$ cat src/rtl/eq_cmp_bist.sv
// rtl/eq_cmp_bist.sv - exhaustive sweep-and-check BIST engine for a WIDTH-bit equality comparator
// Drives every {a,b} pair, samples aeqb after SETTLE cycles and accumulates mismatches.
module eq_cmp_bist #(
  parameter int WIDTH  = 2,
  parameter int SETTLE = 1
) (
  input  logic               clk,
  input  logic               rst_n,
  input  logic               start,
  output logic [WIDTH-1:0]   a,
  output logic [WIDTH-1:0]   b,
  input  logic               aeqb,
  output logic               busy,
  output logic               done,
  output logic               pass,
  output logic [2*WIDTH:0]   err_cnt,
  output logic [2*WIDTH-1:0] first_fail
);

  localparam int VW = 2 * WIDTH;
  localparam int CW = (SETTLE < 2) ? 1 : $clog2(SETTLE + 1);

  typedef enum logic [1:0] {
    IDLE = 2'd0,
    RUN  = 2'd1,
    DONE = 2'd2
  } state_t;

  state_t          state, state_nx;
  logic [VW-1:0]   idx, idx_nx;
  logic [CW-1:0]   cnt, cnt_nx;
  logic [VW:0]     err_nx;
  logic [VW-1:0]   ff_nx;
  logic            pass_nx;
  logic            check;
  logic            mismatch;
  logic            last;

  // The operands are the two halves of the vector index, so {a,b} == idx always.
  assign a        = idx[VW-1:WIDTH];
  assign b        = idx[WIDTH-1:0];
  assign check    = (cnt == CW'(SETTLE));
  assign mismatch = check && (aeqb != (a == b));
  assign last     = &idx;

  always_ff @(posedge clk or negedge rst_n) begin
    if (!rst_n) begin
      state      <= IDLE;
      idx        <= '0;
      cnt        <= '0;
      err_cnt    <= '0;
      first_fail <= '0;
      pass       <= 1'b0;
      busy       <= 1'b0;
      done       <= 1'b0;
    end else begin
      state      <= state_nx;
      idx        <= idx_nx;
      cnt        <= cnt_nx;
      err_cnt    <= err_nx;
      first_fail <= ff_nx;
      pass       <= pass_nx;
      busy       <= (state_nx == RUN);
      done       <= (state_nx == DONE);
    end
  end

  always_comb begin
    state_nx = state;
    idx_nx   = idx;
    cnt_nx   = cnt;
    err_nx   = err_cnt;
    ff_nx    = first_fail;
    pass_nx  = pass;
    case (state)
      IDLE: begin
        if (start) begin
          state_nx = RUN;
          idx_nx   = '0;
          cnt_nx   = '0;
          err_nx   = '0;
          ff_nx    = '0;
          pass_nx  = 1'b0;
        end
      end
      RUN: begin
        cnt_nx = cnt + 1'b1;
        if (check) begin
          cnt_nx = '0;
          if (mismatch) begin
            err_nx = err_cnt + 1'b1;
            if (err_cnt == '0) ff_nx = idx;
          end
          // The final vector finishes in place so a/b keep showing it afterwards.
          if (last) begin
            state_nx = DONE;
            pass_nx  = !mismatch && (err_cnt == '0);
          end else begin
            idx_nx = idx + 1'b1;
          end
        end
      end
      DONE: begin
        state_nx = IDLE;
      end
      default: begin
        state_nx = IDLE;
      end
    endcase
  end

endmodule

$ cat config.mk
export PLATFORM = sky130hd
export DESIGN_NAME = eq_cmp_bist
export DESIGN_NICKNAME = d
export VERILOG_FILES = /design/src/rtl/eq_cmp_bist.sv
export SDC_FILE = /design/constraint.sdc
export NUM_CORES = 1
export LEC_CHECK = 0
export ABC_AREA = 1
export BUFFER_PORTS_ARGS = -buffer_cell sky130_fd_sc_hd__buf_2
export CAP_MARGIN = 25
export CELL_PAD_IN_SITES_DETAIL_PLACEMENT = 0
export CELL_PAD_IN_SITES_GLOBAL_PLACEMENT = 2
export CORE_UTILIZATION = 35
export CTS_BUF_LIST = sky130_fd_sc_hd__clkbuf_4 sky130_fd_sc_hd__clkbuf_8
export DETAILED_ROUTE_END_ITERATION = 8
export HOLD_SLACK_MARGIN = 0.06
export PLACE_DENSITY = 0.84
export SLEW_MARGIN = 15
export SYNTH_ARGS = -nofsm -noshare
export SYNTH_HDL_FRONTEND = slang
export SYNTH_SLANG_ARGS = --single-unit
$ cat constraint.sdc
create_clock -name clk -period 3.8 [get_ports clk]
set_input_delay 0.76 -clock clk [delete_from_list [all_inputs] [get_ports clk]]
set_output_delay 0.76 -clock clk [all_outputs]
set_load 0.02 [all_outputs]
### After elaboration in Yosys (flattened, before gate mapping)

Index checks and enable logic that the tools add are counted.

| word-level totals | value |
|---|---|
| register bits after elaboration | 19 |
| bits in latches | 0 |
| RAM bits | 0 |
| memory bits (read-only) | 0 |
| output and inout bits | 16 |
| logic and storage cells | 56 |
| memories | 0 |

| cells by class | value |
|---|---|
| $add $sub $neg | 3 |
| multipliers | 0 |
| div/mod/pow operators | 0 |
| magnitude comparators | 0 |
| equal/unequal tests | 11 |
| shift operators | 0 |
| mux-type cells | 22 |
| bitwise operators | 0 |
| reduce and logical (&&, ||, !) cells | 12 |

Operator list:

| operator | number |
|---|---|
| $mux 4 | 6 |
| $pmux 4 s2 | 2 |
| $reduce_and 4->1 | 4 |
| $mux 5 | 3 |
| $ne 2x2->1 const B | 6 |
| $pmux 5 s2 | 1 |
| $mux 2 | 3 |
| $add 5x1->5 const B | 1 |
| $logic_not 5->1 | 1 |
| $reduce_and 5->1 | 1 |
| $add 4x1->4 const B | 1 |
| $eq 2x1->1 const B | 2 |
| $mux 1 | 4 |
| $pmux 1 s2 | 2 |
| $pmux 2 s2 | 1 |
| $eq 2x2->1 | 1 |
| $eq 2x2->1 const B | 1 |
| $logic_and 1x1->1 | 2 |
| $logic_not 2->1 | 1 |
| $reduce_and 2->1 | 1 |
| $reduce_bool 2->1 | 1 |
| $add 1x1->1 const B | 1 |
| $logic_not 1->1 | 1 |
| $ne 1x1->1 | 1 |

### Depth between registers and ports, before layout

Gate-level depths: netlist (run 1).

| depth | value |
|---|---|
| depth in word-level cells | 8 |
| mapped depth | 10 |

### Worst setup path before layout (run 1)

No wires, ideal clock.

| path | value |
|---|---|
| path type | input to register |
| from | input port aeqb |
| to | register err_cnt[2] |
| library setup time | 118 ps |
| data arrival time | 1,415 ps |
| required time | 3,682 ps |
| setup slack | 2,267 ps |
| cell stages on the path | 6 |
| cells stage by stage | nand3_1 > nand3_1 > nand2_1 > nand2_8 > nand2_1 > o21ai_2 |

| between the ends | value |
|---|---|
| word-level cells in the longest chain between the ends | 4 |

RTL lines:

| element | RTL line | RTL |
|---|---|---|
| start: declaration | 12 | `input logic aeqb,` |
| $ne 1x1->1 | 43 | `assign mismatch = check && (aeqb != (a == b));` |
| $logic_and 1x1->1 | 43 |  |
| $ne 2x2->1 (no line) | n/a |  |
| $reduce_and 4->1 (no line) | n/a |  |
| end signal: assignment | 60 | `err_cnt <= err_nx;` |
| end: declaration | 16 | `output logic [2*WIDTH:0] err_cnt,` |

No other way between the ends.
A chain may end at the register's enable or synchronous reset.

### Final worst setup path (run 1)

| path | value |
|---|---|
| from | register idx[2] |
| to | output port a[0] |

RTL lines:

| element | RTL line | RTL |
|---|---|---|
| start: declaration | 30 | `logic [VW-1:0] idx, idx_nx;` |
| start signal: assignment | 58 | `idx <= idx_nx;` |
| end: declaration | 10 | `output logic [WIDTH-1:0] a,` |

No word-level cell between the ends.

==> impl_metrics.tcl, run 1 <==
set metrics [dict create \
    r2r_start "state[0]$_DFF_PN0_" \
    path_max_fanout 6 \
    net-switching-power_uw 562 \
    n_antenna_cell 0 \
    grt_pass1_vias 802 \
    period_share_pct 44.5 \
    drtIter0Drc 25 \
    syn-mean-instance-area_um2 8.28 \
    path_buf_inv 1 \
    critical-path-max-stage-delay_ns 0.44 \
    clk_latency_ns 0.30 \
    power_density_mw_per_mm2 896 \
    wl_met2_um 936 \
    drt-met1-wl_mm 1.06 \
    yosysSeqAreaShare_pct 45.6 \
    cp.required_ns 3.04 \
    startpoint_type "flop" \
    cap_violations 0 \
    yosysTopAreaCellShare_pct 45.6 \
    root_buffer "clkbuf_4" \
    core_area_mm2 0.00278 \
    hp-class "in -> async" \
    rsz0062_at_grt "no" \
    swShare_pct 51.9 \
    synthFlopType "dfrtp_1" \
    ctsLongestPathBuffers 2 \
    grt_pass1_wl_mm 3.57 \
    met3_length_um 60 \
    antenna_found_initial 0 \
    vias_per_cell 4.82 \
    status "complete, no violations" \
    clkTransAtPathRegs_ns 0.11 \
    cts_sinks 19 \
    io_buffer_count 19 \
    clock_skew_ns 0.00227 \
    cts_tree "done" \
    fin_area_mm2 0.00121 \
    cts_made_buffers 3 \
    postSynthCellCount 126 \
    fin_ws_ns 2.11 \
    slew_headroom_pct 71.1 \
    r2r_cells 8 \
    synth_area_mm2 0.00104 \
    leakagePower_uw 0.000644 \
    synth-seq-cells 19 \
    yosysWarnings 0 \
    die_area_mm2 0.00320 \
    p_int_uw 520 \
    pin_count 20 \
    antenna_left 0 \
    die_height_um 56.6 \
    die_w_um 56.6 \
    place_congestion 0.790 \
    irDropWorstVdd_mv 0.484 \
    place_ws_ns 2.04 \
    final-hold-violation-count 0 \
    synthArstFlopShare_pct 100 \
    pwr-share-clk_pct 10.2 \
    ys_types 20 \
    grt_usage_pct 14.5 \
    pwr-share-seq_pct 32.1 \
    start_util_pct 37.5 \
    p_total_uw 1080 \
    critPathKind "reg -> out" \
    rrSetupSlack_ns 2.22 \
    dp_hpwl_mm 1.60 \
    overflow 0 \
    drive_gt1_share_pct 26.2 \
    tns_ns 0 \
    postCtsSetupBuffers 0 \
    htreeDepth 1 \
    yosysTopAreaCell "dfrtp_1" \
    fmax_mhz 591 \
    row_count 19 \
    comb_power_share_pct 57.7 \
    finalSetupViolCount 0 \
    ctsHoldBuffers 0 \
    drc_errors 0 \
    worstMarginPinSlew_ns 0.433 \
    crit_arrival_ns 0.93 \
    reg2reg_to "err_cnt[0]$_DFFE_PN0P_" \
    areaGrowthSynthToFinish_pct 15.7 \
    synth_nets 133 \
    synthTopCellsByArea "dfrtp_1, nand2_1, inv_1, nand3_1, nor2_1" \
    cp_top_family "flip-flops" \
    crit_chain "buf_2" \
    grt_max_degree 20 \
    dr.max_layer_used "met4" \
    cpMaxStageDelayCell "dfrtp_1" \
    num_vias 867 \
    wl_mm 2.08 \
    firstDrtPassIters 4 \
    place_area_mm2 0.00118 \
    maxSlewViolCount 0 \
    setup.worst_path.end_class "primary output" \
    synth_edf_count 0 \
    fin_nets 157 \
    period_minus_slack_ns 1.69 \
    wl_per_cell_um 11.5 \
    cts_repair_resize_count 0 \
]
power groups by stage:
stage                     sequential [uW]  clock, uW  combinational [uW]
after floorplan                       414          0                 411
after global placement                351          0                 623
after detailed placement              352          0                 634
after CTS                             348        119                 635
after global routing                  359        124                 707
final                                 347        111                 624
per-layer routing:
| metal | vias to the layer above | track usage (%) |
|---|---|---|
| met2 | 13 | 22.5 |
| met5 | - | 0 |
| met4 | 0 | 6.27 |
| met3 | 2 | 2.07 |
| met1 | 402 | 20.1 |
| li1 | 450 | - |
synthesized netlist by cell type, types with 2 or more instances:
cell type / n
nand4_1: 4
nand2_1: 38
inv_1: 15
nand3_1: 9
dfrtp_1: 19
nor2_2: 2
a21oi_1: 2
o21ai_2: 5
xor2_1: 2
ha_1: 3
o21ai_0: 5
nand2_2: 3
nor2_1: 12
through the flow:
stage	hold WS, ns	instances	utilization [%]
floorplan	0.464	126	-
global placement	0.452	176	42.3
detailed placement	0.454	176	42.3
CTS	0.388	180	43.4
global route	0.412	180	43.4
finish	0.385	180	43.4
placed cells by master (no fill, tap or decap), types with 2 or more instances in the layout:
master / netlist / final
a21oi_1: 2 / 2
buf_2: 0 / 19
clkbuf_4: 0 / 4
dfrtp_1: 19 / 19
ha_1: 3 / 3
inv_1: 15 / 15
nand2_1: 38 / 38
nand2_2: 3 / 3
nand3_1: 9 / 9
nand4_1: 4 / 4
nor2_1: 12 / 12
nor2_2: 2 / 2
o21ai_0: 5 / 5
o21ai_2: 5 / 5
xor2_1: 2 / 2
how the worst max path moves through the flow:
stage | startpoint | end | slack [ns] | cells after the start
after floorplan | aeqb | err_cnt[2]$_DFFE_PN0P_ | 2.27 | 6
after global placement | aeqb | err_cnt[2]$_DFFE_PN0P_ | 2.09 | 7
after detailed placement | aeqb | first_fail[1]$_DFFE_PN0P_ | 2.04 | 7
after CTS | idx[2]$_DFFE_PN0P_ | a[0] | 2.08 | 1
after global routing | idx[2]$_DFFE_PN0P_ | a[0] | 2.04 | 1
final | idx[2]$_DFFE_PN0P_ | a[0] | 2.11 | 1
sequential cells by signal, summed over array words and instances, names as in the netlist:
name and count:
idx 4, check 1, pass 1, state 2, err_cnt 5, done 1, first_fail 4, busy 1
cell type report:
| class | instances | area (um2) |
|---|---|---|
| Fill cell | 294 | 1570 |
| Multi-Input combinational cell | 92 | 512 |
| Sequential cell | 19 | 475 |
| Timing Repair Buffer | 19 | 95.1 |
| Inverter | 15 | 56.3 |
| Tap cell | 31 | 38.8 |
| Clock buffer | 4 | 30.0 |
cells by family after synthesis:
kind of cell               Yosys count  synth area share [%]
and+or+nand+nor                     75                  36.2
AOI/OAI and AO/OA                   12                  7.55
buffers and inverters               15                  5.40
DFF                                 19                  45.6
adders and majority gates            3                  3.60
xor gates and xnor gates             2                  1.68
Power figures use the tool's default switching activity.
==> inputs of run 2 (changes only) <==
CORE_UTILIZATION = 33   (was 35)
PLACE_DENSITY = 0.8   (was 0.84)
clock period = 1.6 ns   (was 3.8 ns; I/O delays follow)
==> run 2 against run 1 <==
Sequential power is 140% higher. Sequential share of layout area is 2.1 points lower. Core utilization is 1.3 points lower. Setup slack worse by 2.0 ns. Sequential cell count stayed put. First-iteration DRC count is 32% higher. Non-clock buffer count is 5 higher.
==> impl_metrics.tcl, run 2 (synthesis results as in run 1) <==
set metrics [dict create \
    start_util_pct 34.5 \
    grt_pass1_vias 828 \
    setup.worst_path.end_class "flop" \
    drtIter0Drc 33 \
    r2r_cells 7 \
    cap_violations 0 \
    final-hold-violation-count 0 \
    vias_per_cell 4.33 \
    cp.required_ns 1.81 \
    wl_per_cell_um 10.9 \
    critPathKind "reg -> reg" \
    maxSlewViolCount 0 \
    pwr-share-clk_pct 9.7 \
    antenna_left 0 \
    place_area_mm2 0.00124 \
    p_int_uw 1340 \
    drive_gt1_share_pct 28.6 \
    slew_headroom_pct 71.0 \
    n_antenna_cell 0 \
    postCtsSetupBuffers 0 \
    overflow 0 \
    swShare_pct 51.0 \
    whs_endpoint "busy$_DFF_PN0_" \
    grt_usage_pct 15.0 \
    min_from "start" \
    clkTransAtPathRegs_ns 0.12 \
    layout_common_cells "nand2_1, dfrtp_1, buf_2" \
    die_height_um 58.2 \
    wl_mm 2.16 \
    firstDrtPassIters 4 \
    startpoint_type "flop" \
    row_count 20 \
    num_vias 857 \
    n_fill_cell 308 \
    core_area_mm2 0.00303 \
    worstMarginPinSlew_ns 0.435 \
    die_area_mm2 0.00339 \
    tns_ns 0 \
    dp_hpwl_mm 1.66 \
    fin_area_mm2 0.00128 \
    comb_power_share_pct 60.2 \
    net-switching-power_uw 1400 \
    fin_ws_ns 0.120 \
    period_share_pct 92.5 \
    fin_nets 162 \
    place_ws_ns 0.141 \
    rrSetupSlack_ns 0.12 \
    r2r_start "state[1]$_DFF_PN0_" \
    root_buffer "clkbuf_4" \
    power_density_mw_per_mm2 2140 \
    antenna_found_initial 0 \
    irDropWorstVdd_mv 0.845 \
    grt_pass1_wl_mm 3.82 \
    reg2reg_to "err_cnt[4]$_DFFE_PN0P_" \
    pwr-share-seq_pct 30.1 \
    multi_input_area_um2 512 \
    finalSetupViolCount 0 \
    pin_count 20 \
    status "complete, no violations" \
    cts_tree "done" \
    cts_made_buffers 3 \
    grt_max_degree 20 \
    cts_sinks 19 \
    clk_latency_ns 0.31 \
    regArea_um2 475 \
    io_buffer_count 19 \
    top_regs "err_cnt (5), first_fail (4), idx (4)" \
    drc_errors 0 \
    timing.hold.ws_ns 0.317 \
    utilization_pct 42.1 \
    ctsLongestPathBuffers 2 \
    crit_arrival_ns 1.69 \
    fmax_mhz 676 \
    areaGrowthSynthToFinish_pct 22.3 \
    final_common_cell "nand2_1" \
    leakagePower_uw 0.000667 \
    clock_skew_ns 0.00718 \
    path_max_fanout 10 \
    min_path_cells 3 \
    largest-register "err_cnt" \
    period_minus_slack_ns 1.48 \
    place_congestion 0.844 \
    die_w_um 58.2 \
    hp-class "in -> reg" \
    largest_reg_flops 5 \
    rsz0062_at_grt "yes" \
    htreeDepth 1 \
]
[run 2: critical path, stage by stage (launching register included)]
cell and delay (ns):
dfrtp_1 0.53, nor2_1 0.12, nand2_1 0.12, nand2_4 0.08, nor2_4 0.27, nand2_8 0.12, nand2_1 0.09, o21ai_2 0.05
[run 2: final cells by class]
cell class,instances,area share [%]
timing repair buffer,24,11.6
inverter,15,4.41
multi-input combinational,92,40.1
clock inverter,1,0.588
tap,44,4.31
sequential,19,37.3
clock buffer,3,1.76
[run 2: power by group through the flow]
stage	clock network, uW	logic, uW	registers (uW)
after detailed placement	0	1660	833
after global routing	292	1860	856
after global placement	0	1670	826
after CTS	279	1670	824
after floorplan	0	975	984
final	265	1650	825
[run 2: routing by layer]
layer  vias to the layer above  GRT usage [%]  wire length (um)  part of all wire [%]
met3                         2           4.69                60                   2.8
met2                        15           23.6               975                    45
met5                         -              0                 0                     0
met1                       384           20.4              1110                    51
met4                         0           3.06                16                  0.74
li1                        456              -                 -                     -
[run 2: how the worst max path moves through the flow]
stage,start,to,slack [ns],depth (start not counted)
5_1_grt,idx[0]$_DFFE_PN0P_,first_fail[1]$_DFFE_PN0P_,-0.01,11
2_1_floorplan,idx[3]$_DFFE_PN0P_,err_cnt[2]$_DFFE_PN0P_,0.11,10
4_1_cts,idx[0]$_DFFE_PN0P_,idx[3]$_DFFE_PN0P_,0.12,7
3_5_place_dp,idx[0]$_DFFE_PN0P_,idx[3]$_DFFE_PN0P_,0.14,7
3_3_place_gp,state[1]$_DFF_PN0_,err_cnt[0]$_DFFE_PN0P_,0.13,7
6_report,state[1]$_DFF_PN0_,err_cnt[4]$_DFFE_PN0P_,0.12,7
[run 2: per-stage QoR]
step	power [uW]	instances
floorplan	1960	126
global placement	2490	193
detailed placement	2490	193
CTS	2770	198
global route	3010	198
finish	2740	198
[run 2: what timing repair did]
action	CTS	global route
endpoints found under the hold margin	19	0
hold buffers	1	0
gates resized for setup	0	1
setup endpoints to repair	0	2
